===== src/rtl/uart_mmio_driver.sv =====
// UART register-bus master: polls status then writes each queued Tx byte (first wr low 4 cycles after the byte is queued), and reads Rx on irq.
// Backpressure: s_ready drops while the Tx FIFO is full; an Rx byte is held on m_valid until m_ready. Rx path is built only with UART_MMIO_DRIVER_RX_EN.
module uart_mmio_driver #(
  parameter int         TX_DEPTH    = 4,
  parameter logic [2:0] STATUS_ADDR = 3'd0,
  parameter logic [2:0] RX_ADDR     = 3'd1,
  parameter logic [2:0] TX_ADDR     = 3'd2,
  parameter int         TX_BUSY_BIT = 1,
  parameter logic [2:0] IRQ_RX_ID   = 3'd1
) (
  input  logic       clock,
  input  logic       reset,
  input  logic       s_valid,
  output logic       s_ready,
  input  logic [7:0] s_data,
  output logic       m_valid,
  input  logic       m_ready,
  output logic [7:0] m_data,
  output logic       cs,
  output logic       rd,
  output logic       wr,
  output logic [2:0] addr,
  output logic [7:0] bus_wdata,
  input  logic [7:0] bus_rdata,
  input  logic       irq,
  input  logic [2:0] irq_id
);

  localparam int PW = $clog2(TX_DEPTH);
  localparam int CW = PW + 1;

  typedef enum logic [2:0] {IDLE, STAT_RD, STAT_CHK, TX_WR, RX_RD, GAP} state_t;

  state_t          state;
  logic            phase;
  logic            tx_busy;
  logic [7:0]      mem [TX_DEPTH];
  logic [PW-1:0]   wr_ptr;
  logic [PW-1:0]   rd_ptr;
  logic [CW-1:0]   count;
  logic [CW-1:0]   count_next;
  logic            push;
  logic            pop;
  logic            rx_req;

  assign push       = s_valid && s_ready;
  assign pop        = (state == TX_WR) && phase;
  assign count_next = count + CW'(push) - CW'(pop);

`ifdef UART_MMIO_DRIVER_RX_EN
  assign rx_req = irq && (irq_id == IRQ_RX_ID) && !m_valid;

  always_ff @(posedge clock) begin
    if (reset) begin
      m_valid <= 1'b0;
      m_data  <= 8'h00;
    end else if ((state == RX_RD) && phase) begin
      m_valid <= 1'b1;
      m_data  <= bus_rdata;
    end else if (m_valid && m_ready) begin
      m_valid <= 1'b0;
    end
  end
`else
  assign rx_req  = 1'b0;
  assign m_valid = 1'b0;
  assign m_data  = 8'h00;

  logic unused_rx;
  assign unused_rx = &{1'b0, irq, irq_id, m_ready, bus_rdata, IRQ_RX_ID};
`endif

  // s_ready is registered from the next occupancy so it falls right after the filling push.
  always_ff @(posedge clock) begin
    if (reset) begin
      wr_ptr  <= '0;
      rd_ptr  <= '0;
      count   <= '0;
      s_ready <= 1'b1;
    end else begin
      if (push) wr_ptr <= wr_ptr + PW'(1);
      if (pop)  rd_ptr <= rd_ptr + PW'(1);
      count   <= count_next;
      s_ready <= (count_next != CW'(TX_DEPTH));
    end
  end

  always_ff @(posedge clock) begin
    if (push) mem[wr_ptr] <= s_data;
  end

  always_ff @(posedge clock) begin
    if (reset) begin
      state     <= IDLE;
      phase     <= 1'b0;
      tx_busy   <= 1'b0;
      cs        <= 1'b1;
      rd        <= 1'b1;
      wr        <= 1'b1;
      addr      <= 3'd0;
      bus_wdata <= 8'h00;
    end else begin
      case (state)
        IDLE: begin
          phase <= 1'b0;
          if (rx_req) begin
            state <= RX_RD;
            cs    <= 1'b0;
            rd    <= 1'b0;
            addr  <= RX_ADDR;
          end else if (count != '0) begin
            state <= STAT_RD;
            cs    <= 1'b0;
            rd    <= 1'b0;
            addr  <= STATUS_ADDR;
          end
        end
        STAT_RD: begin
          if (!phase) begin
            phase <= 1'b1;
          end else begin
            phase   <= 1'b0;
            tx_busy <= bus_rdata[TX_BUSY_BIT];
            cs      <= 1'b1;
            rd      <= 1'b1;
            state   <= STAT_CHK;
          end
        end
        STAT_CHK: begin
          // A busy transmitter leaves the byte queued; it is re-polled after GAP.
          if (tx_busy) begin
            state <= GAP;
          end else begin
            state     <= TX_WR;
            cs        <= 1'b0;
            wr        <= 1'b0;
            addr      <= TX_ADDR;
            bus_wdata <= mem[rd_ptr];
          end
        end
        TX_WR: begin
          if (!phase) begin
            phase <= 1'b1;
          end else begin
            phase <= 1'b0;
            cs    <= 1'b1;
            wr    <= 1'b1;
            state <= GAP;
          end
        end
        RX_RD: begin
          if (!phase) begin
            phase <= 1'b1;
          end else begin
            phase <= 1'b0;
            cs    <= 1'b1;
            rd    <= 1'b1;
            state <= GAP;
          end
        end
        GAP: begin
          state <= IDLE;
        end
        default: begin
          state <= IDLE;
          phase <= 1'b0;
          cs    <= 1'b1;
          rd    <= 1'b1;
          wr    <= 1'b1;
        end
      endcase
    end
  end

endmodule

===== config.mk =====
export PLATFORM = sky130hd
export DESIGN_NAME = uart_mmio_driver
export DESIGN_NICKNAME = d
export VERILOG_FILES = /design/src/rtl/uart_mmio_driver.sv
export SDC_FILE = /design/constraint.sdc
export NUM_CORES = 1
export LEC_CHECK = 0
export BUFFER_PORTS_ARGS = -buffer_cell sky130_fd_sc_hd__buf_2
export CORE_MARGIN = 5
export CORE_UTILIZATION = 31
export CTS_CLUSTER_DIAMETER = 120
export DETAILED_ROUTE_END_ITERATION = 7
export SYNTH_ARGS = -nofsm -noshare
export SYNTH_HDL_FRONTEND = slang
export SYNTH_SLANG_ARGS = --single-unit
export TNS_END_PERCENT = 100

===== constraint.sdc =====
create_clock -name clock -period 4.8 [get_ports clock]
set_clock_uncertainty 0.05 [all_clocks]
set_input_delay 0.24 -clock clock [delete_from_list [all_inputs] [get_ports clock]]
set_output_delay 0.24 -clock clock [all_outputs]
set_load 0.005 [all_outputs]

Word level (Yosys, flattened, before mapping)
Memory sizes are Yosys's and may differ from the RTL's. A register that Yosys moved wholly into a read port is not among the register bits.
Cells that the tools add are included.
{ "classes": {"n_bitwise": 4, "add_sub_neg": 4, "muxes": 18, "n_eq_ne": 13, "n_reduce_logical": 18} }
{ "op_table": {"columns": ["cell", "n"], "rows": [
  ["3-bit 2-to-1 mux", 6],
  ["3-bit case mux with 4 select lines", 1],
  ["3-bit AND reduction", 4],
  ["2-bit inequality test, second input constant", 4],
  ["3-bit by 2-bit equality test with 1-bit output, second input constant", 2],
  ["3-bit equality test, second input constant", 2],
  ["1-bit 2-to-1 mux", 6],
  ["2-bit by 1-bit inequality test with 1-bit output, second input constant", 3],
  ["1-bit case mux with 3 select lines", 2],
  ["3-bit case mux with 2 select lines", 1],
  ["2-bit OR reduction", 3],
  ["3-bit OR reduction", 2],
  ["2-bit by 1-bit adder with 2-bit output, second input constant", 2],
  ["1-bit NOT", 4],
  ["1-bit case mux with 4 select lines", 1],
  ["2-bit AND reduction", 2],
  ["4-bit AND reduction", 1],
  ["4-bit OR reduction", 1],
  ["3-bit by 1-bit adder with 3-bit output", 1],
  ["3-bit by 1-bit equality test with 1-bit output, second input constant", 1],
  ["3-bit logical NOT", 1],
  ["3-bit inequality test, second input constant", 1],
  ["3-bit nonzero test", 1],
  ["3-bit by 1-bit subtractor with 3-bit output", 1],
  ["other kinds (3)", 4]
]} }
{ "word_totals": {"elab_cells": 69, "memories": 1, "output_inout_bits": 24, "register_bits": 19, "ram_bits": 32, "inputBits": 24} }
{ "memory_table": {"columns": ["memory", "depth", "word_bits", "read_ports", "rd_ports_with_merged_regs", "write_ports", "line_no", "text"], "rows": [
  ["mem", 4, 8, 1, 1, 1, "37", "logic [7:0] mem [TX_DEPTH];"]
]} }

Longest topological paths before layout
Gate-level depths: netlist of run 1.
{ "depth": {"depth_word": 4, "ltp_mapped": 10, "depth_no_buf": 9} }

Least setup slack after synthesis of run 1
No wires, ideal clock.
{ "synth_timing": {"path_kind": "register to register", "startpoint": "register state[2]", "endpoint": "register s_ready", "arrival_ps": 1862, "setup_time_ps": 117, "path_buffers": 0, "slack_ps": 2771, "period_less_slack_ps": 2029, "required_time_ps": 4633, "stages_incl_launch_ff": 10, "path_cell_list": "dfxtp_1 nand4b_1 inv_1 ha_1 inv_1 ha_1 fa_1 xor3_1 nor2_1 nand2_1"} }
{ "synth_via": {"elab_chain_cells": 4} }
{ "synth_lines": {"columns": ["item", "line_no", "text"], "rows": [
  ["start, declared", "34", "state_t state;"],
  ["start signal, assigned", "94", "state <= IDLE;"],
  ["start signal, assigned", "107", "state <= RX_RD;"],
  ["start signal, assigned", "112", "state <= STAT_RD;"],
  ["3-bit by 2-bit equality test with 1-bit output", "47", "assign pop = (state == TX_WR) && phase;"],
  ["1-bit logical AND", "47", null],
  ["named net pop", "43", "logic pop;"],
  ["3-bit by 1-bit subtractor with 3-bit output", "48", "assign count_next = count + CW'(push) - CW'(pop);"],
  ["3-bit inequality test", "84", "s_ready <= (count_next != CW'(TX_DEPTH));"],
  ["end signal, assigned", "84", null],
  ["end, declared", "14", "output logic s_ready,"]
]} }
The timed path passes the listed nets, and every way through them passes these cells.
A chain may end at the register's enable or synchronous reset.

Worst setup path in the final report of run 1
Ends and elaborated chain as after synthesis.

==> metrics.txt, run 1 <==
status=completed; Die W=98.2 um; Hold Path Class=primary input to register; Max Root-Sink Buffers=2; internal power=0.000947 W; area leader, netlist=edfxtp_1; Max-cap violations=0; Yosys reg bits=57; H-tree depth=3; CP endpoint kind=register; max incr delay on CP=0.69 ns; Synth Cell Area=0.00241 mm^2; # DRC=0; post-route ant nets=0; # fillers=741; die area=0.00964 mm^2; top_reg_cell synth=edfxtp_1; CTS tree=done; CTS resizes=0; GRT overflow=0; RSZ-0062 raised after global routing=false; dpl hpwl=2670 um; # hold bufs at CTS=0; largest net degree at the start of global routing=20; Switching Power=0.000297 W; top area cells in the synthesized netlist=edfxtp_1 40%, dfxtp_1 21%, mux4_2 7.5%; maximum vdd ir drop=163 uV; chip height=98.2 um; worst hold margin=0.0773 ns; starting DRC count in detailed routing=73; path type of the worst setup path=register to register; CTS Buf Count=9; Ys Warns=0; share of cells above drive strength 1=23.4%; cell chain of the critical path=nand4b_1 > inv_1 > ha_1 > inv_1 > ha_1 > fa_1 > xor3_1 > nor2_1 > nand2_1; max_slew headroom=57.0%; Layout Nets=235; CTS clk-pin slew, worst paths=0.06 ns; crit-path max FO=18; Slowest cell on crit path=dfxtp_1; Final min period=2.44 ns; DRT Pass-1 Iters=4; first-pass GRT wire length=6380 um; top-area cell type share of the netlist area=39.9%; Via-to-Cell Ratio=4.58; Routed Wire Length=3970 um; Leakage=1.06 nW; EDFF count, synth=32; syn avg cell area=13.5 um^2; setup TNS=0 ns; register area share after synthesis=60.6%; synthesized instance count=179; initial core utilization=31.5%; Power Density=446 mW/mm^2; Flop pwr share=48.8%; vias in the first global route=1368; share of flip-flops with an asynchronous set or reset=0%; initial antenna violation count=0; CP arrival=2.60 ns; clk sinks=57; Combinational Power Share=11.9%; clock power share=39.3%; core area=0.00765 mm^2; row count=32; ant diodes=0; crit share post-route=50.8%; gpl congestion=0.730; IO buf count=24; setup bufs post-CTS=0; non-filler cells, final=311; Distinct cells, synth=41; placed cell count=295; all-layer global routing usage=8.75%; Ports=48; FMAX=410 MHz; final core utilization=36.5%; CP startpoint kind=register; CTS Root Cell=clkbuf_8; later-pin clock latency in the skew report=0.33 ns; Via Count=1425; final hold vios=0; Max Slew Vio Count=0; area growth from synthesis to final layout=15.8%; Least-Margin Pin Slew=0.645 ns; Worst Path Required=4.97 ns; Final setup viols=0; Sw Share=23.9%; routed len/inst=12.8 um
==> cell families after synthesis <==
group,Yosys count,share of synthesized area [%]
AO/OA/AOI/OAI,36,10.3
XOR/XNOR,3,1.71
adder cells (fa/ha/maj),7,3.95
buffers and inverters,32,7.06
flip-flops,57,60.6
multiplexers,8,7.48
other,1,0.156
AND/OR/NAND/NOR,35,8.67
==> cell usage in the layout (no fill, tap or decap), types with 2 or more instances in the layout <==
cell type | synthesis | final
a22o_1 | 8 | 8
o21ai_0 | 4 | 4
inv_1 | 12 | 12
mux4_2 | 8 | 8
edfxtp_1 | 32 | 32
clkbuf_8 | 0 | 10
nor2_1 | 4 | 4
nor2b_1 | 4 | 4
a211oi_1 | 3 | 3
nand2_1 | 8 | 8
buf_2 | 4 | 24
nand2b_1 | 2 | 2
clkinv_2 | 0 | 2
and3_1 | 4 | 4
a21o_1 | 2 | 2
ha_1 | 6 | 6
dfxtp_1 | 25 | 25
a21oi_1 | 11 | 11
bufinv_16 | 0 | 2
nor3b_1 | 2 | 2
nor3_1 | 3 | 3
o31ai_1 | 2 | 2
conb_1 | 1 | 11
==> sequential cells by signal, indices dropped and copies added (netlist names) <==
| register | flops |
|---|---|
| wr_ptr | 2 |
| count | 3 |
| cs | 1 |
| state | 3 |
| rd_ptr | 2 |
| wr | 1 |
| s_ready | 1 |
| tx_busy | 1 |
| bus_wdata | 8 |
| mem | 32 |
| addr | 1 |
| rd | 1 |
| phase | 1 |
==> power groups by stage <==
stage	Combinational, W	Sequential [W]	Clock [W]
global placement	0.000149	0.000616	0
global route	0.000171	0.000613	0.000527
finish	0.000148	0.000607	0.000489
detailed placement	0.000149	0.000618	0
CTS	0.000150	0.000607	0.000503
floorplan	0.000130	0.000599	0
==> synth_stat cells, types with 6 or more instances <==
| library cell | n |
|---|---|
| a21oi_1 | 11 |
| mux4_2 | 8 |
| inv_1 | 12 |
| edfxtp_1 | 32 |
| nand2_1 | 8 |
| a22o_1 | 8 |
| buf_4 | 12 |
| ha_1 | 6 |
| dfxtp_1 | 25 |
==> metrics by stage <==
stage	total power (W)	setup slack [ns]	area, um^2
after floorplan	0.000728	2.77	2450
after global placement	0.000765	2.36	2570
after detailed placement	0.000767	2.35	2570
after CTS	0.00126	2.33	2790
after global routing	0.00131	2.12	2790
final	0.00124	2.36	2790
==> final timing paths <==
kind	depth (start not counted)	slack, ns	from	end
min	1	0.08	s_data[0]	mem[3][0]
max reg2reg	9	2.36	state[2]	s_ready
min reg2reg	1	0.42	bus_wdata[0]	bus_wdata[0]
max	9	2.36	state[2]	s_ready
==> worst max-delay path, delay by kind of cell (launching register included) <==
family / cells / cell delay (ns)
and+or+nand+nor: 3 / 0.46
DFF: 1 / 0.69
adders and majority gates: 3 / 0.82
xor gates and xnor gates: 1 / 0.18
buffers and inverters: 2 / 0.13
==> final cells by class <==
cell class	instances	area, um^2	area share [%]
Clock buffer	11	141	5.07
Clock inverter	5	78.8	2.83
Inverter	12	45.0	1.61
Multi-Input combinational cell	100	816	29.2
Sequential cell	57	1460	52.4
Tap cell	102	128	4.57
Timing Repair Buffer	24	120	4.30
==> per-layer routing <==
layer  global-route usage, %  up-vias  part of all wire (%)
li1                        -      689                     -
met1                    9.71      674                    42
met2                    13.9       56                    50
met3                    3.07        6                   5.8
met4                    6.30        0                   1.8
met5                       0        -                     0
Power figures use the tool's default switching activity.
==> run 2: changes to the inputs <==
- ABC_AREA: default -> 1
- clock period: 4.8 -> 2.45 ns (I/O delays scaled with it)
==> metrics.txt, run 2 <==
all-layer global routing usage=11.1% (+2.4 points); Distinct cells, synth=29 (-29%); register area share after synthesis=59.6% (-1.0 points); max FFs per register=32 (unchanged); top area cells in the synthesized netlist=edfxtp_1 39%, dfxtp_1 20%, nor2_1 8.0%; dpl hpwl=3320 um (+25%); commonest non-fill, non-tap cells in the layout=52 x nor2_1, 32 x edfxtp_1, 28 x o21ai_0; CP endpoint kind=register; Max Slew Vio Count=0 (unchanged); most numerous cell in the Yosys netlist=nor2_1; Final setup viols=0 (unchanged); worst reg-to-reg setup slack=0.29 ns (-2.07 ns); WHS Path Cells=3 (+2); # DRC=0 (unchanged); DRT Pass-1 Iters=4 (unchanged); Worst Path Required=2.62 ns (-2.35 ns); Hold Crit Start=s_valid; Commonest cells post-synth=52 x nor2_1, 32 x edfxtp_1, 28 x o21ai_0; final hold vios=0 (unchanged); CTS clk-pin slew, worst paths=0.07 ns (about the same); H-tree depth=3 (unchanged); CP arrival=2.33 ns (-0.27 ns); FF-to-FF End=s_ready; crit-path max FO=8 (-10); Die W=98.9 um (+0.77%); RSZ-0062 raised after global routing=false; routed len/inst=12.3 um (-3.5%); initial antenna violation count=0 (unchanged); max_slew headroom=66.3% (+9.3 points); Ports=48 (unchanged); GRT overflow=0 (unchanged); Power Density=886 mW/mm^2 (+99%); row count=32 (unchanged); chip height=98.9 um (+0.77%); vias in the first global route=1779 (+30%); die area=0.00979 mm^2 (+1.5%); top_reg_cell synth=edfxtp_1; top-area cell type share of the netlist area=39.2% (-0.67 points); gpl congestion=0.927 (+27%); worst hold margin=0.234 ns (+0.156 ns); pre-CTS setup slack=0.219 ns (-2.13 ns); Slowest cell on crit path=fa_1; Register Area=0.00146 mm^2 (about the same); WP buf/inv=2 (unchanged); Final WS setup=0.287 ns (-2.07 ns); path type of the worst setup path=register to register; Synth Cell Area=0.00245 mm^2 (+1.7%); # fillers=789 (+6.5%); Reg with most FFs=mem; CTS Root Cell=clkbuf_8; Max Root-Sink Buffers=2 (unchanged); max incr delay on CP=0.39 ns (-0.30 ns); final core utilization=38.4% (+1.9 points); share of flip-flops with an asynchronous set or reset=0% (unchanged); Worst Hold Endpoint=wr_ptr[0]; Design Area, Final=0.00297 mm^2 (+6.3%); maximum vdd ir drop=361 uV (+120%); initial core utilization=31.7% (+0.21 points); cell chain of the critical path=inv_1 > nand3_1 > nor2_4 > ha_1 > inv_1 > ha_1 > fa_1 > nand2_1 > nand2_1 > nor2_1 > nand3_1; EDFF count, synth=32 (unchanged); commonest non-fill, non-tap cell in the layout=nor2_1; crit share post-route=88.3% (+37 points); setup bufs post-CTS=0 (unchanged); area growth from synthesis to final layout=21.0%; Leakage=1.21 nW (+14%); Least-Margin Pin Slew=0.505 ns (-0.140 ns); Routed Wire Length=4950 um (+25%); status=completed; CTS tree=done; first-pass GRT wire length=8370 um (+31%); post-route ant nets=0 (unchanged); ant diodes=0 (unchanged); reg2reg path depth=11 (+2); IO buf count=24 (unchanged); Yosys reg bits=57 (unchanged); family with the most delay on the worst path=simple AND/OR/NAND/NOR gates; biggest regs=mem x32, bus_wdata x8; CP startpoint kind=register; later-pin clock latency in the skew report=0.33 ns (about the same); Via Count=1793 (+26%); synthesized instance count=250 (+40%); CTS Buf Count=9 (unchanged); setup TNS=0 ns (unchanged); Layout Nets=326 (+39%); Ys Warns=0 (unchanged); Via-to-Cell Ratio=4.46 (-2.7%); multi-input logic area=835 um^2 (+2.3%); WP depth=11 (+2); Final min period=2.16 ns (-0.276 ns); Max-cap violations=0 (unchanged); starting DRC count in detailed routing=74 (+1.4%); FMAX=462 MHz (+13%); Placed Area=0.00268 mm^2 (+4.2%); share of cells above drive strength 1=17.7% (-5.8 points); core area=0.00773 mm^2 (+1.0%); reg-to-reg startpoint=state[2]; largest net degree at the start of global routing=21 (+5.0%); area leader, netlist=edfxtp_1; clk sinks=57 (unchanged); syn avg cell area=9.80 um^2 (-27%); Hold Path Class=primary input to register
[run 2: changes by cell type after synthesis, sizes merged, moves of 4 or more]
cell   change
a21oi      -4
a22o       -8
and3       -4
buf        -5
inv       +11
mux4       -8
nand2     +15
nand3     +15
nor2      +52
nor2b      -4
o21ai     +26
o22ai      +8
[run 2: cell families after synthesis]
kind of cell / share of synthesized area [%]
AND/OR/NAND/NOR: 17.5
flip-flops: 59.6
AO/OA/AOI/OAI: 10.6
buffers and inverters: 7.86
adder cells (fa/ha/maj): 3.88
XOR/XNOR: 0.357
other: 0.153
[run 2: how the worst max path moves through the flow]
stage          slack (ns)  startpoint       to
6_report             0.29    state[2]  s_ready
5_1_grt              0.07    state[2]  s_ready
4_1_cts              0.22    state[2]  s_ready
3_5_place_dp         0.22    state[2]  s_ready
3_3_place_gp         0.31    state[2]  s_ready
2_1_floorplan        0.43    state[2]  s_ready
[run 2: timing repair]
action,CTS,global route
hold buffers,10,0
setup endpoints to repair,0,1
endpoints found under the hold margin,38,0
resized for setup,0,1
[run 2: stage by stage]
step                instances  power [W]
floorplan                 260    0.00164
global placement          376    0.00180
detailed placement        376    0.00180
CTS                       402    0.00265
global route              402    0.00281
finish                    402    0.00263
[run 2: per-layer routing]
layer	wire (um)	up-vias	share of wire [%]	global-route usage, %
met4	50	0	1.0	4.20
met3	315	6	6.4	5.02
met5	0	-	0	0
met1	2200	829	44	12.7
met2	2380	52	48	18.3
li1	-	906	-	-
[run 2: power by group]
group | internal, W | total [W] | switching [W]
combinational | 0.000224 | 0.000593 | 0.000369
sequential | 0.00114 | 0.00120 | 0.0000679
clock | 0.000462 | 0.000830 | 0.000368
total | 0.00182 | 0.00263 | 0.000805
[run 2: worst reg2reg max path, delay by kind of cell, from the launching register on]
| family | cells | cell delay, ns |
|---|---|---|
| fa+ha+maj | 3 | 0.72 |
| buf+inv | 2 | 0.22 |
| flops | 1 | 0.34 |
| simple gates | 6 | 0.73 |
[run 2: final cells by class]
class	instances	area share [%]
inverters	23	3.00
clock inverters	6	1.98
multi-input cells	164	28.1
well taps	102	4.30
repair buffers	40	8.95
clock buffers	10	4.30
flip-flops and latches	57	49.3
==> run 3: changes to the inputs <==
- CTS_BUF_LIST: default -> sky130_fd_sc_hd__clkbuf_4 sky130_fd_sc_hd__clkbuf_8
- clock period: 2.45 -> 2.7 ns (I/O delays scaled with it)
==> metrics.txt, run 3 (synthesis results as in run 2) <==
max_slew headroom=43.7% (-23 points); Final min period=2.23 ns (+0.0641 ns); CTS tree=done; status=completed; Via Count=1753 (-2.2%); IO buf count=24 (unchanged); Reg with most FFs=mem; Hold Crit Start=s_valid; Max-cap violations=0 (unchanged); H-tree depth=3 (unchanged); post-route ant nets=0 (unchanged); Worst Hold Endpoint=wr_ptr[1]; initial core utilization=31.7% (unchanged); share of cells above drive strength 1=16.6% (-1.1 points); CTS Root Cell=clkbuf_8; CTS Buf Count=9 (unchanged); chip height=98.9 um (unchanged); maximum vdd ir drop=479 uV (+33%); # DRC=0 (unchanged); Routed Wire Length=4920 um (-0.55%); reg-to-reg startpoint=state[2]; FF-to-FF End=s_ready; setup TNS=0 ns (unchanged); CP arrival=2.40 ns (+0.07 ns); final hold vios=0 (unchanged); area growth from synthesis to final layout=20.0%; dpl hpwl=3310 um (-0.32%); RSZ-0062 raised after global routing=false; GRT overflow=0 (unchanged); starting DRC count in detailed routing=89 (+20%); PnR Total Power=0.00242 W (-7.8%); all-layer global routing usage=11.1% (about the same); initial antenna violation count=0 (unchanged); clk sinks=57 (unchanged); Leakage=1.19 nW (-1.6%); routed len/inst=12.4 um (+0.71%); CTS resizes=0 (unchanged); core area=0.00773 mm^2 (unchanged); max FFs per register=32 (unchanged); DRT Pass-1 Iters=4 (unchanged); row count=32 (unchanged); path type of the worst setup path=register to register; CTS clk-pin slew, worst paths=0.07 ns (about the same); Max Slew Vio Count=0 (unchanged); Via-to-Cell Ratio=4.42 (-1.0%); Power Density=824 mW/mm^2 (-7.0%); commonest non-fill, non-tap cell in the layout=nor2_1; Least-Margin Pin Slew=0.841 ns (+0.336 ns); FMAX=449 MHz (-2.9%); WHS Path Cells=3 (unchanged); Ports=48 (unchanged); worst reg-to-reg setup slack=0.47 ns (+0.19 ns); gpl congestion=0.893 (-3.7%); later-pin clock latency in the skew report=0.34 ns (about the same); commonest non-fill, non-tap cells in the layout=52 x nor2_1, 32 x edfxtp_1, 28 x o21ai_0; Layout Nets=321 (-1.5%); CP startpoint kind=register; final core utilization=38.1% (-0.32 points); ant diodes=0 (unchanged); Die W=98.9 um (unchanged); CP endpoint kind=register; reg2reg path depth=11 (unchanged); first-pass GRT wire length=8380 um (about the same); vias in the first global route=1736 (-2.4%); largest net degree at the start of global routing=22 (+4.8%); Max Root-Sink Buffers=2 (unchanged); crit share post-route=82.5% (-5.8 points); crit-path max FO=8 (unchanged); Worst Path Required=2.88 ns (+0.26 ns); Final setup viols=0 (unchanged); Hold Path Class=primary input to register; biggest regs=mem x32, bus_wdata x8; die area=0.00979 mm^2 (unchanged)
run 3: changes by cell type in the layout (fill, tap and decap cells not counted):
| cell | before | now |
|---|---|---|
| buf_4 | 6 | 1 |
| inv_6 | 0 | 3 |
| clkbuf_1 | 1 | 0 |
| clkinv_1 | 2 | 1 |
| clkinv_2 | 1 | 0 |
| dfxtp_1 | 24 | 25 |
| dfxtp_2 | 1 | 0 |
run 3: through the flow:
step	cells	instance area, um^2	setup slack (ns)	hold WS [ns]
after floorplan	260	2490	0.678	0.147
after global placement	371	2640	0.526	0.299
final	397	2940	0.473	0.239
after CTS	397	2940	0.470	0.230
after global routing	397	2940	0.322	0.241
after detailed placement	371	2640	0.481	0.303
run 3: routing by layer:
layer  GRT usage [%]  wire length, um
met5               0                0
met4            4.73               93
met3            4.88              267
met2            17.5             2320
met1            13.3             2240
run 3: report_power, final:
part	internal, W	switching (W)
combinational	0.000192	0.000326
clock	0.000433	0.000373
sequential	0.00103	0.0000698
run 3: worst max-delay path by stage:
stage / slack (ns) / start / cells after the start / end
after floorplan: 0.68 / state[2] / 11 / s_ready
after global placement: 0.53 / state[2] / 11 / s_ready
after detailed placement: 0.48 / state[2] / 11 / s_ready
after CTS: 0.47 / state[2] / 11 / s_ready
after global routing: 0.32 / state[2] / 11 / s_ready
final: 0.47 / state[2] / 11 / s_ready
run 3: timing repair:
item / in CTS / in global routing
buffers inserted: 0 / 0
hold buffers: 10 / 0
hold endpoints to repair: 34 / 0
run 3: cell type report:
type	instances	area [um^2]
Clock buffer	9	124
Clock inverter	7	76.3
Fill cell	767	4790
Inverter	23	88.8
Multi-Input combinational cell	164	835
Sequential cell	57	1460
Tap cell	102	128
Timing Repair Buffer	35	228
run 3: worst max-delay path, stage by stage (launching register included):
cell     delay, ns
dfxtp_1       0.41
inv_1         0.16
nand3_1       0.21
nor2_4        0.07
ha_1          0.28
inv_1         0.04
ha_1          0.18
fa_1          0.38
nand2_1       0.08
nand2_1       0.05
nor2_1        0.13
nand3_1       0.08
